$ cat config.mk
export PLATFORM = sky130hd
export DESIGN_NAME = stereo_video_source
export DESIGN_NICKNAME = d
export VERILOG_FILES = /design/src/rtl/stereo_video_source_pkg.sv /design/src/rtl/stereo_video_source_pattern_gen.sv /design/src/rtl/stereo_video_source.sv
export SDC_FILE = /design/constraint.sdc
export NUM_CORES = 1
export LEC_CHECK = 0
export CAP_MARGIN = 5
export CORE_ASPECT_RATIO = 0.8
export CORE_MARGIN = 5
export CORE_UTILIZATION = 54
export DETAILED_ROUTE_END_ITERATION = 6
export PLACE_DENSITY = 0.88
export SKIP_LAST_GASP = 1
export SLEW_MARGIN = 5
export SYNTH_ARGS = -nofsm -noshare
export SYNTH_HDL_FRONTEND = slang
export SYNTH_HIERARCHICAL = 1
export SYNTH_SLANG_ARGS = --single-unit
$ cat constraint.sdc
create_clock -name clk -period 4.9 [get_ports clk]
set_clock_uncertainty 0.2 [all_clocks]
set_input_delay 0.98 -clock clk [delete_from_list [all_inputs] [get_ports clk]]
set_output_delay 0.98 -clock clk [all_outputs]
set_load 0.01 [all_outputs]
$ cat src/rtl/stereo_video_source_pkg.sv
// -----------------------------------------------------------------------------
// stereo_video_source_pkg
// Shared definitions for the stereo test-stream source:
//   - clog2       : ceiling log2 helper used to size counters and ports
//   - SYNC_*      : sync polarity (syncs are active high)
//   - pattern_e   : pattern_sel encodings
//   - state_e     : stream controller states
// -----------------------------------------------------------------------------
package stereo_video_source_pkg;

    // Number of bits needed to hold values 0..value-1.
    function automatic int clog2(input int value);
        int result;
        int v;
        result = 0;
        v      = value - 1;
        while (v > 0) begin
            result++;
            v = v >> 1;
        end
        return result;
    endfunction

    localparam logic SYNC_ACTIVE = 1'b1;
    localparam logic SYNC_IDLE   = 1'b0;

    typedef enum logic [1:0] {
        PAT_RAMP    = 2'd0,  // x[7:0]
        PAT_BARS    = 2'd1,  // 4-pixel vertical bars
        PAT_CHECKER = 2'd2,  // 8x8 checkerboard
        PAT_HASH    = 2'd3   // (x*37 ^ y*11)[7:0]
    } pattern_e;

    typedef enum logic [1:0] {
        ST_IDLE,
        ST_RUN,
        ST_STOP_PEND
    } state_e;

endpackage

$ cat src/rtl/stereo_video_source_pattern_gen.sv
// -----------------------------------------------------------------------------
// stereo_pattern_gen
// Combinational synthetic image generator P(x,y).
// Ports:
//   x           in  XW  horizontal position
//   y           in  YW  vertical position
//   pattern_sel in  2   pattern_e encoding
//   pixel       out 8   pattern value at (x,y)
// -----------------------------------------------------------------------------
module stereo_pattern_gen
    import stereo_video_source_pkg::*;
#(
    parameter int XW = 8,
    parameter int YW = 8
) (
    input  logic [XW-1:0] x,
    input  logic [YW-1:0] y,
    input  logic [1:0]    pattern_sel,
    output logic [7:0]    pixel
);

    logic [15:0] xe;
    logic [15:0] ye;
    logic [7:0]  hash;

    always_comb begin
        xe    = 16'(x);
        ye    = 16'(y);
        // Products are formed at 16 bits and only the low byte is kept.
        hash  = 8'((xe * 16'd37) ^ (ye * 16'd11));
        pixel = '0;
        case (pattern_e'(pattern_sel))
            PAT_RAMP:    pixel = xe[7:0];
            PAT_BARS:    pixel = xe[2] ? '1 : '0;
            PAT_CHECKER: pixel = (xe[3] ^ ye[3]) ? '1 : '0;
            PAT_HASH:    pixel = hash;
            default:     pixel = '0;
        endcase
    end

endmodule

$ cat src/rtl/stereo_video_source.sv
// -----------------------------------------------------------------------------
// stereo_video_source
// Stereo test-stream transmitter: raster timing plus a synthetic left image and
// a right image shifted by a programmable disparity d.
// Ports:
//   clk          in  1   pixel clock
//   rst_n        in  1   asynchronous active-low reset
//   enable       in  1   run request
//   disp_sel     in  DW  disparity d (clamped to DISPARITY_RANGE-1)
//   pattern_sel  in  2   pattern select (see pattern_e)
//   de_out       out 1   active video
//   h_sync_out   out 1   horizontal sync, active high
//   v_sync_out   out 1   vertical sync, active high
//   pixel_left   out 8   P(x,y)
//   pixel_right  out 8   P(x+d,y), 0 when x+d >= H_ACTIVE
//   frame_start  out 1   pulse with pixel (0,0)
//   busy         out 1   stream running or finishing its last frame
// -----------------------------------------------------------------------------
module stereo_video_source
    import stereo_video_source_pkg::*;
#(
    parameter int H_ACTIVE        = 64,
    parameter int H_FP            = 4,
    parameter int H_SYNC          = 8,
    parameter int H_BP            = 4,
    parameter int V_ACTIVE        = 64,
    parameter int V_FP            = 2,
    parameter int V_SYNC          = 2,
    parameter int V_BP            = 2,
    parameter int DISPARITY_RANGE = 8,
    localparam int DW = (clog2(DISPARITY_RANGE) > 0) ? clog2(DISPARITY_RANGE) : 1
) (
    input  logic          clk,
    input  logic          rst_n,
    input  logic          enable,
    input  logic [DW-1:0] disp_sel,
    input  logic [1:0]    pattern_sel,
    output logic          de_out,
    output logic          h_sync_out,
    output logic          v_sync_out,
    output logic [7:0]    pixel_left,
    output logic [7:0]    pixel_right,
    output logic          frame_start,
    output logic          busy
);

    localparam int H_TOTAL = H_ACTIVE + H_FP + H_SYNC + H_BP;
    localparam int V_TOTAL = V_ACTIVE + V_FP + V_SYNC + V_BP;
    localparam int HW      = clog2(H_TOTAL);
    localparam int VW      = clog2(V_TOTAL);
    localparam int XRW     = HW + 1;

    localparam logic [HW-1:0]  H_ACT    = HW'(H_ACTIVE);
    localparam logic [HW-1:0]  H_SS     = HW'(H_ACTIVE + H_FP);
    localparam logic [HW-1:0]  H_SE     = HW'(H_ACTIVE + H_FP + H_SYNC);
    localparam logic [HW-1:0]  H_LAST   = HW'(H_TOTAL - 1);
    localparam logic [VW-1:0]  V_ACT    = VW'(V_ACTIVE);
    localparam logic [VW-1:0]  V_SS     = VW'(V_ACTIVE + V_FP);
    localparam logic [VW-1:0]  V_SE     = VW'(V_ACTIVE + V_FP + V_SYNC);
    localparam logic [VW-1:0]  V_LAST   = VW'(V_TOTAL - 1);
    localparam logic [XRW-1:0] H_ACT_XR = XRW'(H_ACTIVE);
    localparam logic [DW-1:0]  D_MAX    = DW'(DISPARITY_RANGE - 1);

    state_e         state;
    logic [HW-1:0]  h_cnt;
    logic [VW-1:0]  v_cnt;
    logic [DW-1:0]  d_lat;
    logic [1:0]     pat_lat;

    logic           at_origin;
    logic           at_last;
    logic [DW-1:0]  d_in;
    logic [DW-1:0]  d_eff;
    logic [1:0]     pat_eff;
    logic           active;
    logic           h_sync;
    logic           v_sync;
    logic [XRW-1:0] x_right;
    logic           right_valid;
    logic [7:0]     pix_l;
    logic [7:0]     pix_r;

    always_comb begin
        at_origin   = (h_cnt == '0) && (v_cnt == '0);
        at_last     = (h_cnt == H_LAST) && (v_cnt == V_LAST);
        d_in        = (disp_sel > D_MAX) ? D_MAX : disp_sel;
        // Pixel (0,0) is produced in the same cycle the settings are latched,
        // so it must see the incoming values rather than the stale latch.
        d_eff       = at_origin ? d_in : d_lat;
        pat_eff     = at_origin ? pattern_sel : pat_lat;
        active      = (h_cnt < H_ACT) && (v_cnt < V_ACT);
        h_sync      = (h_cnt >= H_SS) && (h_cnt < H_SE);
        v_sync      = (v_cnt >= V_SS) && (v_cnt < V_SE);
        x_right     = XRW'(h_cnt) + XRW'(d_eff);
        right_valid = (x_right < H_ACT_XR);
    end

    stereo_pattern_gen #(
        .XW (HW),
        .YW (VW)
    ) u_pat_left (
        .x           (h_cnt),
        .y           (v_cnt),
        .pattern_sel (pat_eff),
        .pixel       (pix_l)
    );

    stereo_pattern_gen #(
        .XW (XRW),
        .YW (VW)
    ) u_pat_right (
        .x           (x_right),
        .y           (v_cnt),
        .pattern_sel (pat_eff),
        .pixel       (pix_r)
    );

    always_ff @(posedge clk or negedge rst_n) begin
        if (!rst_n) begin
            state       <= ST_IDLE;
            h_cnt       <= '0;
            v_cnt       <= '0;
            d_lat       <= '0;
            pat_lat     <= '0;
            de_out      <= 1'b0;
            h_sync_out  <= SYNC_IDLE;
            v_sync_out  <= SYNC_IDLE;
            pixel_left  <= '0;
            pixel_right <= '0;
            frame_start <= 1'b0;
            busy        <= 1'b0;
        end else begin
            if (at_origin) begin
                d_lat   <= d_in;
                pat_lat <= pattern_sel;
            end

            if (state == ST_IDLE) begin
                h_cnt       <= '0;
                v_cnt       <= '0;
                de_out      <= 1'b0;
                h_sync_out  <= SYNC_IDLE;
                v_sync_out  <= SYNC_IDLE;
                pixel_left  <= '0;
                pixel_right <= '0;
                frame_start <= 1'b0;
                if (enable) begin
                    state <= ST_RUN;
                    busy  <= 1'b1;
                end
            end else begin
                if (h_cnt == H_LAST) begin
                    h_cnt <= '0;
                    v_cnt <= (v_cnt == V_LAST) ? '0 : v_cnt + VW'(1);
                end else begin
                    h_cnt <= h_cnt + HW'(1);
                end

                de_out      <= active;
                h_sync_out  <= h_sync ? SYNC_ACTIVE : SYNC_IDLE;
                v_sync_out  <= v_sync ? SYNC_ACTIVE : SYNC_IDLE;
                pixel_left  <= active ? pix_l : '0;
                pixel_right <= (active && right_valid) ? pix_r : '0;
                frame_start <= at_origin;

                // Stopping only ever takes effect on the frame's last pixel,
                // so a started frame always runs through its blanking.
                if (enable) begin
                    state <= ST_RUN;
                end else if (at_last) begin
                    state <= ST_IDLE;
                    busy  <= 1'b0;
                end else begin
                    state <= ST_STOP_PEND;
                end
            end
        end
    end

endmodule

## Yosys cells after proc, flatten, opt, wreduce, memory -nomap -nowiden

Index checks and enable logic that the tools add are counted.

- Mux-type cells: 32
- $mul: 3
- Magnitude comparators: 8
- Bitwise gates (word level): 4
- Reduce and logical (&&, ||, !) cells: 13
- $add $sub $neg: 3
- Equality and inequality tests: 7

Operators with widths:

| cell | number |
|---|---|
| 8-bit two-way mux | 8 |
| 8-bit one-hot mux with 4 select lines | 2 |
| 7-bit two-way mux | 5 |
| 7-bit < comparator (second input constant) | 4 |
| 8-bit XOR | 2 |
| 7-bit by 1-bit adder with 7-bit output (second input constant) | 2 |
| 7-bit equality test (second input constant) | 2 |
| 7-bit greater-or-equal comparator (second input constant) | 2 |
| 7-bit logical NOT | 2 |
| 1-bit two-way mux | 10 |
| 2-bit two-way mux | 5 |
| 7-bit by 3-bit adder with 8-bit output | 1 |
| 8-bit by 7-bit < comparator with 1-bit output (second input constant) | 1 |
| 7-bit by 4-bit multiplier with 8-bit output (second input constant) | 1 |
| 7-bit by 6-bit multiplier with 8-bit output (second input constant) | 1 |
| 8-bit by 6-bit multiplier with 8-bit output (second input constant) | 1 |
| 1-bit logical AND | 6 |
| 3-bit two-way mux | 2 |
| 2-bit equality test (second input constant) | 2 |
| 2-bit logical NOT | 2 |
| 2-bit nonzero test | 2 |
| 3-bit greater-than comparator (second input constant) | 1 |
| 3-bit AND reduction | 1 |
| 2-bit by 1-bit equality test with 1-bit output (second input constant) | 1 |
| 3 further kinds | 4 |

- Input port bits: 8
- Word-level logic and storage cells: 82
- Output and inout port bits: 21
- Flip-flop bits (word level): 42

## Logic depth before layout (Yosys ltp)

Gate-level depths: netlist (run 1).

- Depth in word-level cells: 9
- Depth in mapped cells: 21
- Gate-level depth less buffers: 21

## Hierarchy

The synthesis (run 1) kept the hierarchy.

Modules (own cells, without submodules):

| module | seq. area each (µm²) | area each (µm²) | cells each | times used |
|---|---|---|---|---|
| stereo_video_source | 1051.0 | 1988.2 | 180 | 1 |
| stereo_pattern_gen at u_pat_right | 0.0 | 912.1 | 107 | 1 |
| stereo_pattern_gen at u_pat_left | 0.0 | 899.6 | 104 | 1 |

## Least setup slack after synthesis (run 1)

Ideal clock, no wire load.

- Path kind: register to register
- From: register v_cnt[3]
- To: register pixel_right[7]
- Path buffers: 0
- Period minus slack after synthesis: 5077 ps
- Arrival time: 4758 ps
- Setup time: 119 ps
- Required time: 4581 ps
- Path slack: -177 ps
- Stages on the path, launching flop included: 18
- Cells stage by stage: dfrtp_1 -> nor4_1 -> nand4_1 -> mux2_2 -> ha_1 -> fa_1 -> a21oi_1 -> nor2b_1 -> xor2_1 -> ha_1 -> ha_1 -> fa_1 -> ha_1 -> a21oi_1 -> xnor3_1 -> xor2_1 -> o21ai_1 -> and2_1

- Longest elaborated chain between the ends: 9
- Elaborated cells between the ends (all ways): 22
- Those cells by class: add/sub: 1; mul: 2; order compare: 2; eq/ne: 3; mux: 7; bitwise: 2; reduce/logical: 5

RTL lines:

| item | line | RTL |
|---|---|---|
| from (decl) | stereo_video_source.sv:66 | `logic [VW-1:0] v_cnt;` |
| from (signal assigned) | stereo_video_source.sv:154 | `v_cnt <= (v_cnt == V_LAST) ? '0 : v_cnt + VW'(1);` |
| 7-bit logical NOT | stereo_video_source.sv:84 | `at_origin = (h_cnt == '0) && (v_cnt == '0);` |
| 1-bit logical AND | stereo_video_source.sv:84 |  |
| 3-bit two-way mux | - |  |
| via d_eff[0] | stereo_video_source.sv:73 | `logic [DW-1:0] d_eff;` |
| 7-bit by 3-bit adder with 8-bit output | stereo_video_source.sv:94 | `x_right = XRW'(h_cnt) + XRW'(d_eff);` |
| via x_right[4] | stereo_video_source.sv:78 | `logic [XRW-1:0] x_right;` |
| 8-bit by 6-bit multiplier with 8-bit output | stereo_video_source_pattern_gen.sv:30 | `hash = 8'((xe * 16'd37) ^ (ye * 16'd11));` |
| 8-bit XOR | stereo_video_source_pattern_gen.sv:30 |  |
| 8-bit one-hot mux with 4 select lines | stereo_video_source_pattern_gen.sv:32 | `case (pattern_e'(pattern_sel))` |
| via pix_r[7] | stereo_video_source.sv:81 | `logic [7:0] pix_r;` |
| 8-bit two-way mux | stereo_video_source.sv:163 | `pixel_right <= (active && right_valid) ? pix_r : '0;` |
| 8-bit two-way mux | stereo_video_source.sv:138 | `if (state == ST_IDLE) begin` |
| to (signal assigned) | stereo_video_source.sv:163 |  |
| to (decl) | stereo_video_source.sv:42 | `output logic [7:0] pixel_right,` |

The timed path passes the listed nets, and every way through them passes these cells.
A chain may end at the register's enable or synchronous reset.

## Worst setup path after layout (run 1)

- From: register h_cnt[0]
- To: register pixel_right[7]

- Longest elaborated chain between the ends: 9
- Elaborated cells between the ends (all ways): 21
- Those cells by class: add/sub: 1; mul: 1; order compare: 2; eq/ne: 3; mux: 7; bitwise: 2; reduce/logical: 5

RTL lines:

| item | line | RTL |
|---|---|---|
| from (decl) | stereo_video_source.sv:65 | `logic [HW-1:0] h_cnt;` |
| from (signal assigned) | stereo_video_source.sv:156 | `h_cnt <= h_cnt + HW'(1);` |
| 7-bit logical NOT | stereo_video_source.sv:84 |  |
| 1-bit logical AND | stereo_video_source.sv:84 |  |
| 3-bit two-way mux | - |  |
| via d_eff[1] | stereo_video_source.sv:73 |  |
| 7-bit by 3-bit adder with 8-bit output | stereo_video_source.sv:94 |  |
| via x_right[6] | stereo_video_source.sv:78 |  |
| 8-bit by 6-bit multiplier with 8-bit output | stereo_video_source_pattern_gen.sv:30 |  |
| 8-bit XOR | stereo_video_source_pattern_gen.sv:30 |  |
| 8-bit one-hot mux with 4 select lines | stereo_video_source_pattern_gen.sv:32 |  |
| via pix_r[7] | stereo_video_source.sv:81 |  |
| 8-bit two-way mux | stereo_video_source.sv:163 |  |
| 8-bit two-way mux | stereo_video_source.sv:138 |  |

The timed path passes the listed nets, and every way through them passes these cells.

==> flow_summary.json, run 1 <==
{
  "finalCritPeriodShare_pct": 104,
  "clk_latency_ns": 0.31,
  "nFillCells": 458,
  "start_util_pct": 55.4,
  "power_leakage_nw": 2.40,
  "status": "finished with violations",
  "numCtsBuffers": 5,
  "dp.cells": 519,
  "reg2reg_to": "pixel_right[7]",
  "die_h_um": 85.0,
  "worstHoldStart": "d_lat[2]",
  "syn_to_final_growth_pct": 26.3,
  "hold_end": "d_lat[2]",
  "synth_warnings": 6,
  "drt_iter0_drc": 352,
  "tightest_slew_ns": 0.950,
  "wl_per_cell_um": 20.2,
  "rows": 27,
  "overflow": 0,
  "gp_congestion": 0.934,
  "synth-edff-count": 0,
  "ir_drop_v": 0.000428,
  "pre_cts_ws_ns": -0.334,
  "num_vias": 3393,
  "period_needed_ns": 5.10,
  "grt_pass1_vias": 3415,
  "yosysUniqueCellTypes": 44,
  "die_x_um": 104,
  "hold_viol_final": 0,
  "r2r_start": "h_cnt[0]",
  "grt_antenna_before_repair": 0,
  "async_flop_share_pct": 100,
  "critPathKind": "flip-flop to flip-flop",
  "arrival_ns": 5.11,
  "powerDensity_mw_per_mm2": 831,
  "fp.coreArea_mm2": 0.00686,
  "ys_ff_latch": 42,
  "fin_ws_ns": -0.201,
  "final_cells": 550,
  "fmax_mhz": 196,
  "drc": 0,
  "drive_above_1_share_pct": 21.4,
  "dr.pass1.iters": 6,
  "clock-sinks": 42,
  "violations": "setup timing",
  "rr_worst_depth": 20,
  "ys_seq_area_share_pct": 27.7,
  "maxSlewViolCount": 0,
  "postSynthAreaPerCell_um2": 9.72,
  "final.setup.tns_ns": -0.417,
  "slew_headroom_pct": 36.6,
  "io_pins": 29,
  "antenna_cells": 0,
  "critPathLaunchType": "flip-flop",
  "clock-root-buffer": "clkbuf_8",
  "via_per_inst": 6.17,
  "r2r_slack_ns": -0.20,
  "hp-class": "flip-flop to flip-flop",
  "dpl_cell_area_mm2": 0.00434,
  "die_area_mm2": 0.00882,
  "required_ns": 4.91,
  "grt_max_degree": 43,
  "worstPathMaxFanout": 3,
  "cts_buffer_depth": 2,
  "synth_nets": 472,
  "hold_depth": 1,
  "rsz0062_at_grt": "yes",
  "ys.flop_type": "dfrtp_1",
  "portBuffers": 28,
  "dp_hpwl_um": 6740,
  "clkTransAtPathRegs_ns": 0.09,
  "final_cell_mix": "ha_1 (50), buf_4 (50), dfrtp_1 (39)",
  "p_total_mw": 3.99,
  "grt_pass1_wl_um": 17200,
  "maxCapViolations": 0,
  "finalNetCount": 543,
  "wl_um": 11100,
  "critPathCaptureType": "flip-flop",
  "synth_area_mm2": 0.00380,
  "cts_tree": "done",
  "ant_nets": 0,
  "grt_usage_pct": 23.9,
  "setup_violations": 3,
  "htree_levels": 2,
  "final_area_mm2": 0.00480,
  "synthCells": 391
}
[cell usage after synthesis, types with 2 or more instances]
| cell | number | area (um2) |
|---|---|---|
| a32o_1 | 2 | 20.0 |
| xnor2_1 | 30 | 263 |
| nand4_1 | 2 | 12.5 |
| mux2_2 | 6 | 67.6 |
| o21ai_1 | 2 | 10.0 |
| inv_1 | 35 | 131 |
| xor2_1 | 15 | 131 |
| nor3_1 | 5 | 25.0 |
| ha_1 | 60 | 751 |
| and3_1 | 13 | 81.3 |
| xnor3_1 | 4 | 90.1 |
| buf_2 | 3 | 15.0 |
| nor2_1 | 15 | 56.3 |
| a31oi_1 | 3 | 18.8 |
| fa_1 | 13 | 260 |
| and4_1 | 2 | 17.5 |
| nor3b_1 | 3 | 22.5 |
| buf_4 | 3 | 22.5 |
| nor2b_1 | 4 | 25.0 |
| clkbuf_1 | 7 | 26.3 |
| o21ai_0 | 28 | 140 |
| o22a_1 | 2 | 17.5 |
| o21a_1 | 3 | 22.5 |
| dfrtp_1 | 42 | 1050 |
| nor4_1 | 4 | 25.0 |
| nand3_1 | 12 | 60.1 |
| a21oi_1 | 25 | 125 |
| a21o_1 | 9 | 67.6 |
| and2_1 | 8 | 50.1 |
| nand2_1 | 17 | 63.8 |
[worst max path at each step]
stage	start	endpoint	slack [ns]	cells after the start
floorplan	v_cnt[0]	pixel_right[6]	0.02	21
finish	h_cnt[0]	pixel_right[7]	-0.20	20
global placement	disp_sel[0]	pixel_right[6]	-0.25	17
global route	h_cnt[0]	pixel_right[7]	-0.34	20
CTS	v_cnt[1]	pixel_right[6]	-0.02	21
detailed placement	disp_sel[0]	pixel_right[6]	-0.33	17
[flip-flops by register name (all words and copies together) (netlist names)]
register	cells
frame_start	1
v_cnt	7
busy	1
h_sync_out	1
de_out	1
pat_lat	2
v_sync_out	1
pixel_left	8
d_lat	3
pixel_right	8
state	2
h_cnt	7
[metal layers]
metal  share of wire, %  vias up  track usage [%]
met5                  0        -                0
met4                5.2        0             11.8
met3                9.6       71             4.94
met2                 46      217             38.3
met1                 39     1611             31.0
li1                   -     1494                -
[stage by stage]
stage / util [%] / hold WS, ns
after floorplan: - / 0.263
after global placement: 63.2 / 0.277
after detailed placement: 63.2 / 0.296
after CTS: 67.8 / 0.316
after global routing: 70.0 / 0.352
final: 70.0 / 0.314
[cell families (layout without fill, tap and decap cells)]
group / after synthesis / after routing / share of synthesized area (%)
AND/OR/NAND/NOR: 89 / 89 / 12.3
AO/OA/AOI/OAI: 82 / 82 / 13.2
adder cells (fa/ha/maj): 73 / 73 / 26.6
XOR/XNOR: 49 / 49 / 12.7
buffers and inverters: 49 / 121 / 5.43
flip-flops: 42 / 42 / 27.7
multiplexers: 7 / 7 / 2.04
[worst max-delay path: stages, from the launching register on]
cell     delay, ns
dfrtp_1       0.40
inv_1         0.12
ha_4          0.16
nand2_4       0.06
nor3_4        0.18
nand4_1       0.21
buf_4         0.20
mux2_4        0.33
fa_2          0.40
a21oi_4       0.18
nor2_2        0.07
xor2_1        0.25
ha_1          0.31
ha_4          0.28
fa_2          0.45
ha_4          0.28
a21oi_4       0.16
xnor3_1       0.26
xor2_1        0.21
o21ai_1       0.10
and2_1        0.15
[cell type report]
class	count	area, um2	area share (%)
multi-input cells	300	2770	57.6
flip-flops and latches	42	1050	22.0
repair buffers	78	651	13.6
inverters	35	131	2.74
well taps	87	109	2.27
clock buffers	5	68.8	1.43
clock inverters	3	18.8	0.391
[repair_timing]
item	CTS	global route
setup endpoints to repair	3	3
buffers inserted	19	4
gates resized for setup	16	19
gates cloned	0	0
hold buffers	0	0
pin swaps	19	28
[power by group]
group	leakage, nW	switching [mW]	internal, mW
registers	0.537	0.0420	0.464
clock network	0.0483	0.140	0.101
logic	1.81	1.65	1.59
total	2.40	1.83	2.16
Power figures use the tool's default switching activity.
==> inputs of run 2 (changes only) <==
--- a/config.mk
+++ b/config.mk
@@ -7,8 +7,9 @@
 export LEC_CHECK = 0
 export CAP_MARGIN = 5
 export CORE_ASPECT_RATIO = 0.8
-export CORE_MARGIN = 5
+export CORE_MARGIN = 10
 export CORE_UTILIZATION = 54
+export CTS_CLUSTER_SIZE = 8
 export DETAILED_ROUTE_END_ITERATION = 6
 export PLACE_DENSITY = 0.88
 export SKIP_LAST_GASP = 1
==> flow_summary.json, run 2 (synthesis gave the netlist of run 1 again) <==
{
  "status": "finished with violations",
  "violations": "setup timing",
  "hold_end": "d_lat[2]",
  "cp.buffers_inverters": 3,
  "drt_iter0_drc": 280,
  "maxCapViolations": 0,
  "fp.coreArea_mm2": 0.00686,
  "finalCritPeriodShare_pct": 105,
  "cts_buffer_depth": 2,
  "via_per_inst": 6.09,
  "cts_tree": "done",
  "period_needed_ns": 5.17,
  "crit_family": "adder cells",
  "arrival_ns": 5.22,
  "grt_usage_pct": 18.5,
  "slowest_delay_ns": 0.60,
  "hp-class": "flip-flop to flip-flop",
  "critPathCaptureType": "flip-flop",
  "multiInputGateArea_mm2": 0.00273,
  "grt_max_degree": 43,
  "seq_area_mm2": 0.00105,
  "wl_per_cell_um": 20.5,
  "clkTransAtPathRegs_ns": 0.09,
  "gp_congestion": 0.928,
  "die_area_mm2": 0.0108,
  "rr_worst_depth": 22,
  "ir_drop_v": 0.000415,
  "powerDensity_mw_per_mm2": 833,
  "ant_nets": 0,
  "overflow": 0,
  "rsz0062_at_grt": "yes",
  "num_vias": 3368,
  "io_pins": 29,
  "worstHoldStart": "d_lat[2]",
  "rows": 27,
  "grt_pass1_vias": 3256,
  "critPathKind": "flip-flop to flip-flop",
  "htree_levels": 2,
  "critPathLaunchType": "flip-flop",
  "dr.pass1.iters": 4,
  "hold_depth": 1,
  "cp_cell_sequence": "inv_1, ha_2, nand2_2, nor3_4, nand4_1, buf_4, mux2_4, ha_4, a21o_1, a21oi_2, nor2_1, xor2_1, ha_1, ha_2, ha_4, inv_1, fa_2, xnor2_2, xnor2_1, a21oi_1, a21oi_1, and2_1",
  "slew_headroom_pct": 35.4,
  "hold_viol_final": 0,
  "portBuffers": 28,
  "final_cells": 553,
  "die_x_um": 114,
  "grt_antenna_before_repair": 0,
  "required_ns": 4.95,
  "drive_above_1_share_pct": 21.2,
  "grt_pass1_wl_um": 16100,
  "final_cell_mix": "buf_4 (53), ha_1 (52), dfrtp_1 (39)",
  "syn_to_final_growth_pct": 26.0,
  "fmax_mhz": 194,
  "worstPathMaxFanout": 3,
  "finalNetCount": 546,
  "r2r_slack_ns": -0.27,
  "fin_ws_ns": -0.265,
  "clock-root-buffer": "clkbuf_8",
  "tightest_slew_ns": 0.969,
  "wl_um": 11400,
  "clock-sinks": 42,
  "post-route-util_pct": 69.8,
  "slowest_stage": "fa_2",
  "setup_violations": 3,
  "numCtsBuffers": 5,
  "maxSlewViolCount": 0,
  "clk_latency_ns": 0.32,
  "dp.cells": 520,
  "mostFrequentLayoutCell": "buf_4",
  "top_regs": "pixel_left: 8 flops, pixel_right: 8 flops",
  "nFillCells": 465,
  "power_leakage_nw": 2.41,
  "drc": 0,
  "reg2reg_to": "pixel_right[5]",
  "dp_hpwl_um": 6800,
  "start_util_pct": 55.4,
  "r2r_start": "h_cnt[0]",
  "antenna_cells": 0,
  "die_h_um": 95.0
}
run 2: changes by cell type in the layout (fill, tap and decap cells not counted), sizes merged:
| cell | previous run | this run |
|---|---|---|
| buf | 51 | 54 |
| clkinv | 2 | 1 |
| clkinvlp | 0 | 1 |
run 2: timing repair:
action,in CTS,in global routing
setup endpoints to repair,3,3
resized for setup,10,18
hold buffers,0,0
hold endpoints to repair,0,0
buffers inserted,21,4
pin swaps,15,20
run 2: how the worst max path moves through the flow:
stage           startpoint             end  slack [ns]  cells past startpoint
6_report          h_cnt[0]  pixel_right[5]       -0.27                     22
5_1_grt           h_cnt[0]  pixel_right[5]       -0.37                     23
4_1_cts           v_cnt[1]  pixel_right[6]       -0.04                     21
3_5_place_dp   disp_sel[0]  pixel_right[6]       -0.34                     17
3_3_place_gp   disp_sel[0]  pixel_right[6]       -0.24                     17
2_1_floorplan     v_cnt[0]  pixel_right[6]        0.02                     21
run 2: stage by stage:
stage	TNS, ns	hold slack, ns	setup slack (ns)	cell area [um2]	power [mW]
floorplan	0	0.263	0.0239	3820	2.25
global placement	-0.476	0.274	-0.241	4340	2.84
detailed placement	-0.819	0.287	-0.337	4340	2.93
CTS	-0.0460	0.321	-0.0433	4640	3.41
global route	-0.955	0.335	-0.368	4790	4.21
finish	-0.562	0.319	-0.265	4790	3.99
run 2: worst register-to-register path, delay by kind of cell (launching register included):
kind | cells | cell delay [ns]
buf+inv | 3 | 0.35
compound gates | 4 | 0.76
mux | 1 | 0.33
simple gates | 5 | 0.70
fa+ha+maj | 6 | 1.83
xor+xnor | 3 | 0.50
flops | 1 | 0.41
run 2: power breakdown:
group	leakage, nW	switching [mW]	total, mW	internal, mW
Combinational	1.83	1.65	3.23	1.58
Sequential	0.537	0.0407	0.505	0.465
Clock	0.0447	0.149	0.252	0.103
run 2: cell type report:
type                    count  area share [%]
inverters                  35            2.74
flip-flops and latches     42            22.0
clock inverters             3           0.523
multi-input cells         300            56.9
repair buffers             81            14.1
clock buffers               5            1.44
well taps                  87            2.27
run 2: layer usage:
layer  vias up  track usage (%)  routed length, um
li1       1500                -                  -
met1      1629             22.8               4610
met2       189             29.5               5220
met3        50             4.58               1050
met4         0             10.3                483
met5         -                0                  0
==> inputs of run 3 (changes only) <==
--- a/config.mk
+++ b/config.mk
@@ -12,6 +12,7 @@
 export CTS_CLUSTER_SIZE = 8
 export DETAILED_ROUTE_END_ITERATION = 6
 export PLACE_DENSITY = 0.88
+export RECOVER_POWER = 100
 export SKIP_LAST_GASP = 1
 export SLEW_MARGIN = 5
 export SYNTH_ARGS = -nofsm -noshare
==> flow_summary.json, run 3 (synthesis gave the netlist of run 1 again) <==
{
  "status": "finished with violations",
  "violations": "capacitance limit, slew limit, setup timing",
  "syn_to_final_growth_pct": 26.0,
  "hold_viol_final": 0,
  "dr.pass1.iters": 6,
  "die_area_mm2": 0.0108,
  "mostFrequentLayoutCell": "buf_4",
  "cp.buffers_inverters": 3,
  "power_leakage_nw": 2.41,
  "overflow": 0,
  "required_ns": 4.95,
  "maxCapViolations": 1,
  "powerDensity_mw_per_mm2": 834,
  "cts_buffer_depth": 2,
  "final.setup.tns_ns": -0.568,
  "htree_levels": 2,
  "start_util_pct": 55.4,
  "maxSlewViolCount": 43,
  "io_pins": 29,
  "grt_max_degree": 43,
  "critPathKind": "flip-flop to flip-flop",
  "wl_per_cell_um": 20.5,
  "portBuffers": 28,
  "crit_family": "adder cells",
  "whs_ns": 0.317,
  "rows": 27,
  "ant_nets": 0,
  "arrival_ns": 5.22,
  "grt_usage_pct": 18.5,
  "clkTransAtPathRegs_ns": 0.09,
  "grt_pass1_vias": 3256,
  "grt_pass1_wl_um": 16100,
  "clock-root-buffer": "clkbuf_8",
  "setup_violations": 3,
  "pwr-share-clk_pct": 6.3,
  "p_comb_share_pct": 81.0,
  "drive_above_1_share_pct": 20.8,
  "finalCritPeriodShare_pct": 105,
  "internal_power_mw": 2.15,
  "slew_headroom_pct": -55.5,
  "antenna_cells": 0,
  "fin_ws_ns": -0.267,
  "grt_antenna_before_repair": 0,
  "hp-class": "flip-flop to flip-flop",
  "p_switching_mw": 1.84,
  "cts_tree": "done",
  "worstPathMaxFanout": 3,
  "fmax_mhz": 194,
  "finalNetCount": 546,
  "nFillCells": 466,
  "final_cells": 553,
  "hold_buffers": 0,
  "final_cell_mix": "buf_4 (53), ha_1 (52), dfrtp_1 (39)",
  "top_regs": "pixel_left: 8 flops, pixel_right: 8 flops",
  "period_needed_ns": 5.17,
  "rsz0062_at_grt": "yes",
  "ir_drop_v": 0.000415,
  "drc": 0,
  "slowest_delay_ns": 0.60,
  "gp_congestion": 0.928,
  "critPathLaunchType": "flip-flop",
  "tightest_slew_ns": 2.33,
  "wl_um": 11400,
  "drt_iter0_drc": 276,
  "p_seq_share_pct": 12.7,
  "numCtsBuffers": 5,
  "slowest_stage": "fa_2",
  "num_vias": 3377,
  "fp.coreArea_mm2": 0.00686,
  "cp_cell_sequence": "inv_1, ha_2, nand2_2, nor3_4, nand4_1, buf_4, mux2_4, ha_4, a21o_1, a21oi_2, nor2_1, xor2_1, ha_1, ha_2, ha_4, inv_1, fa_2, xnor2_2, xnor2_1, a21oi_1, a21oi_1, and2_1",
  "die_x_um": 114,
  "dp_hpwl_um": 6800,
  "clk_latency_ns": 0.32,
  "pre_cts_ws_ns": -0.337,
  "p_sw_share_pct": 46.1,
  "via_per_inst": 6.11,
  "dp.cells": 520,
  "critPathCaptureType": "flip-flop",
  "die_h_um": 95.0,
  "clock-sinks": 42
}
-- run 3: changes by cell type in the layout (fill, tap and decap cells not counted), sizes merged --
cell	previous run	this run
buf	54	53
clkbuf	5	6
-- run 3: through the flow --
stage               total power [mW]  area [um2]  util [%]
finish                          3.99        4790      69.8
global route                    4.21        4790      69.8
CTS                             3.41        4640      67.7
detailed placement              2.93        4340      63.3
global placement                2.84        4340      63.3
floorplan                       2.25        3820         -
-- run 3: timing repair --
| action | 4_1_cts | 5_1_grt |
|---|---|---|
| hold endpoints to repair | 0 | 0 |
| buffers inserted | 21 | 4 |
| gates resized for setup | 10 | 18 |
| endpoints found under the setup margin | 3 | 3 |
| pin swaps | 15 | 20 |
-- run 3: worst reg2reg max path, stage by stage (launching register included) --
cell     delay, ns
dfrtp_1       0.41
inv_1         0.07
ha_2          0.17
nand2_2       0.06
nor3_4        0.14
nand4_1       0.20
buf_4         0.21
mux2_4        0.33
ha_4          0.21
a21o_1        0.16
a21oi_2       0.28
nor2_1        0.12
xor2_1        0.25
ha_1          0.29
ha_2          0.30
ha_4          0.27
inv_1         0.07
fa_2          0.60
xnor2_2       0.12
xnor2_1       0.13
a21oi_1       0.10
a21oi_1       0.22
and2_1        0.18
-- run 3: power by group through the flow --
stage / combinational (mW) / clock, mW / sequential (mW)
floorplan: 1.69 / 0 / 0.558
global placement: 2.34 / 0 / 0.500
detailed placement: 2.42 / 0 / 0.508
CTS: 2.66 / 0.247 / 0.501
global route: 3.43 / 0.261 / 0.514
finish: 3.23 / 0.252 / 0.505
-- run 3: layout make-up --
class / count / area (um2) / area share [%]
Clock inverter: 3 / 25.0 / 0.523
Multi-Input combinational cell: 300 / 2730 / 57.0
Clock buffer: 5 / 68.8 / 1.44
Inverter: 35 / 131 / 2.74
Sequential cell: 42 / 1050 / 22.0
Tap cell: 87 / 109 / 2.27
Timing Repair Buffer: 81 / 672 / 14.0
-- run 3: path summary, 6_finish.rpt --
path	from	endpoint	slack, ns	cells past startpoint
max	h_cnt[0]	pixel_right[5]	-0.27	22
min	d_lat[2]	d_lat[2]	0.32	1
max reg2reg	h_cnt[0]	pixel_right[5]	-0.27	22
min reg2reg	d_lat[2]	d_lat[2]	0.32	1
max in group asynchronous	rst_n	v_cnt[3]	1.85	1
min in group asynchronous	rst_n	de_out	1.15	1
-- run 3: per-layer routing --
layer | GRT usage, % | up-vias | wire, um
li1 | - | 1500 | -
met1 | 22.8 | 1635 | 4580
met2 | 29.5 | 191 | 5240
met3 | 4.58 | 51 | 1050
met4 | 10.3 | 0 | 482
met5 | 0 | - | 0
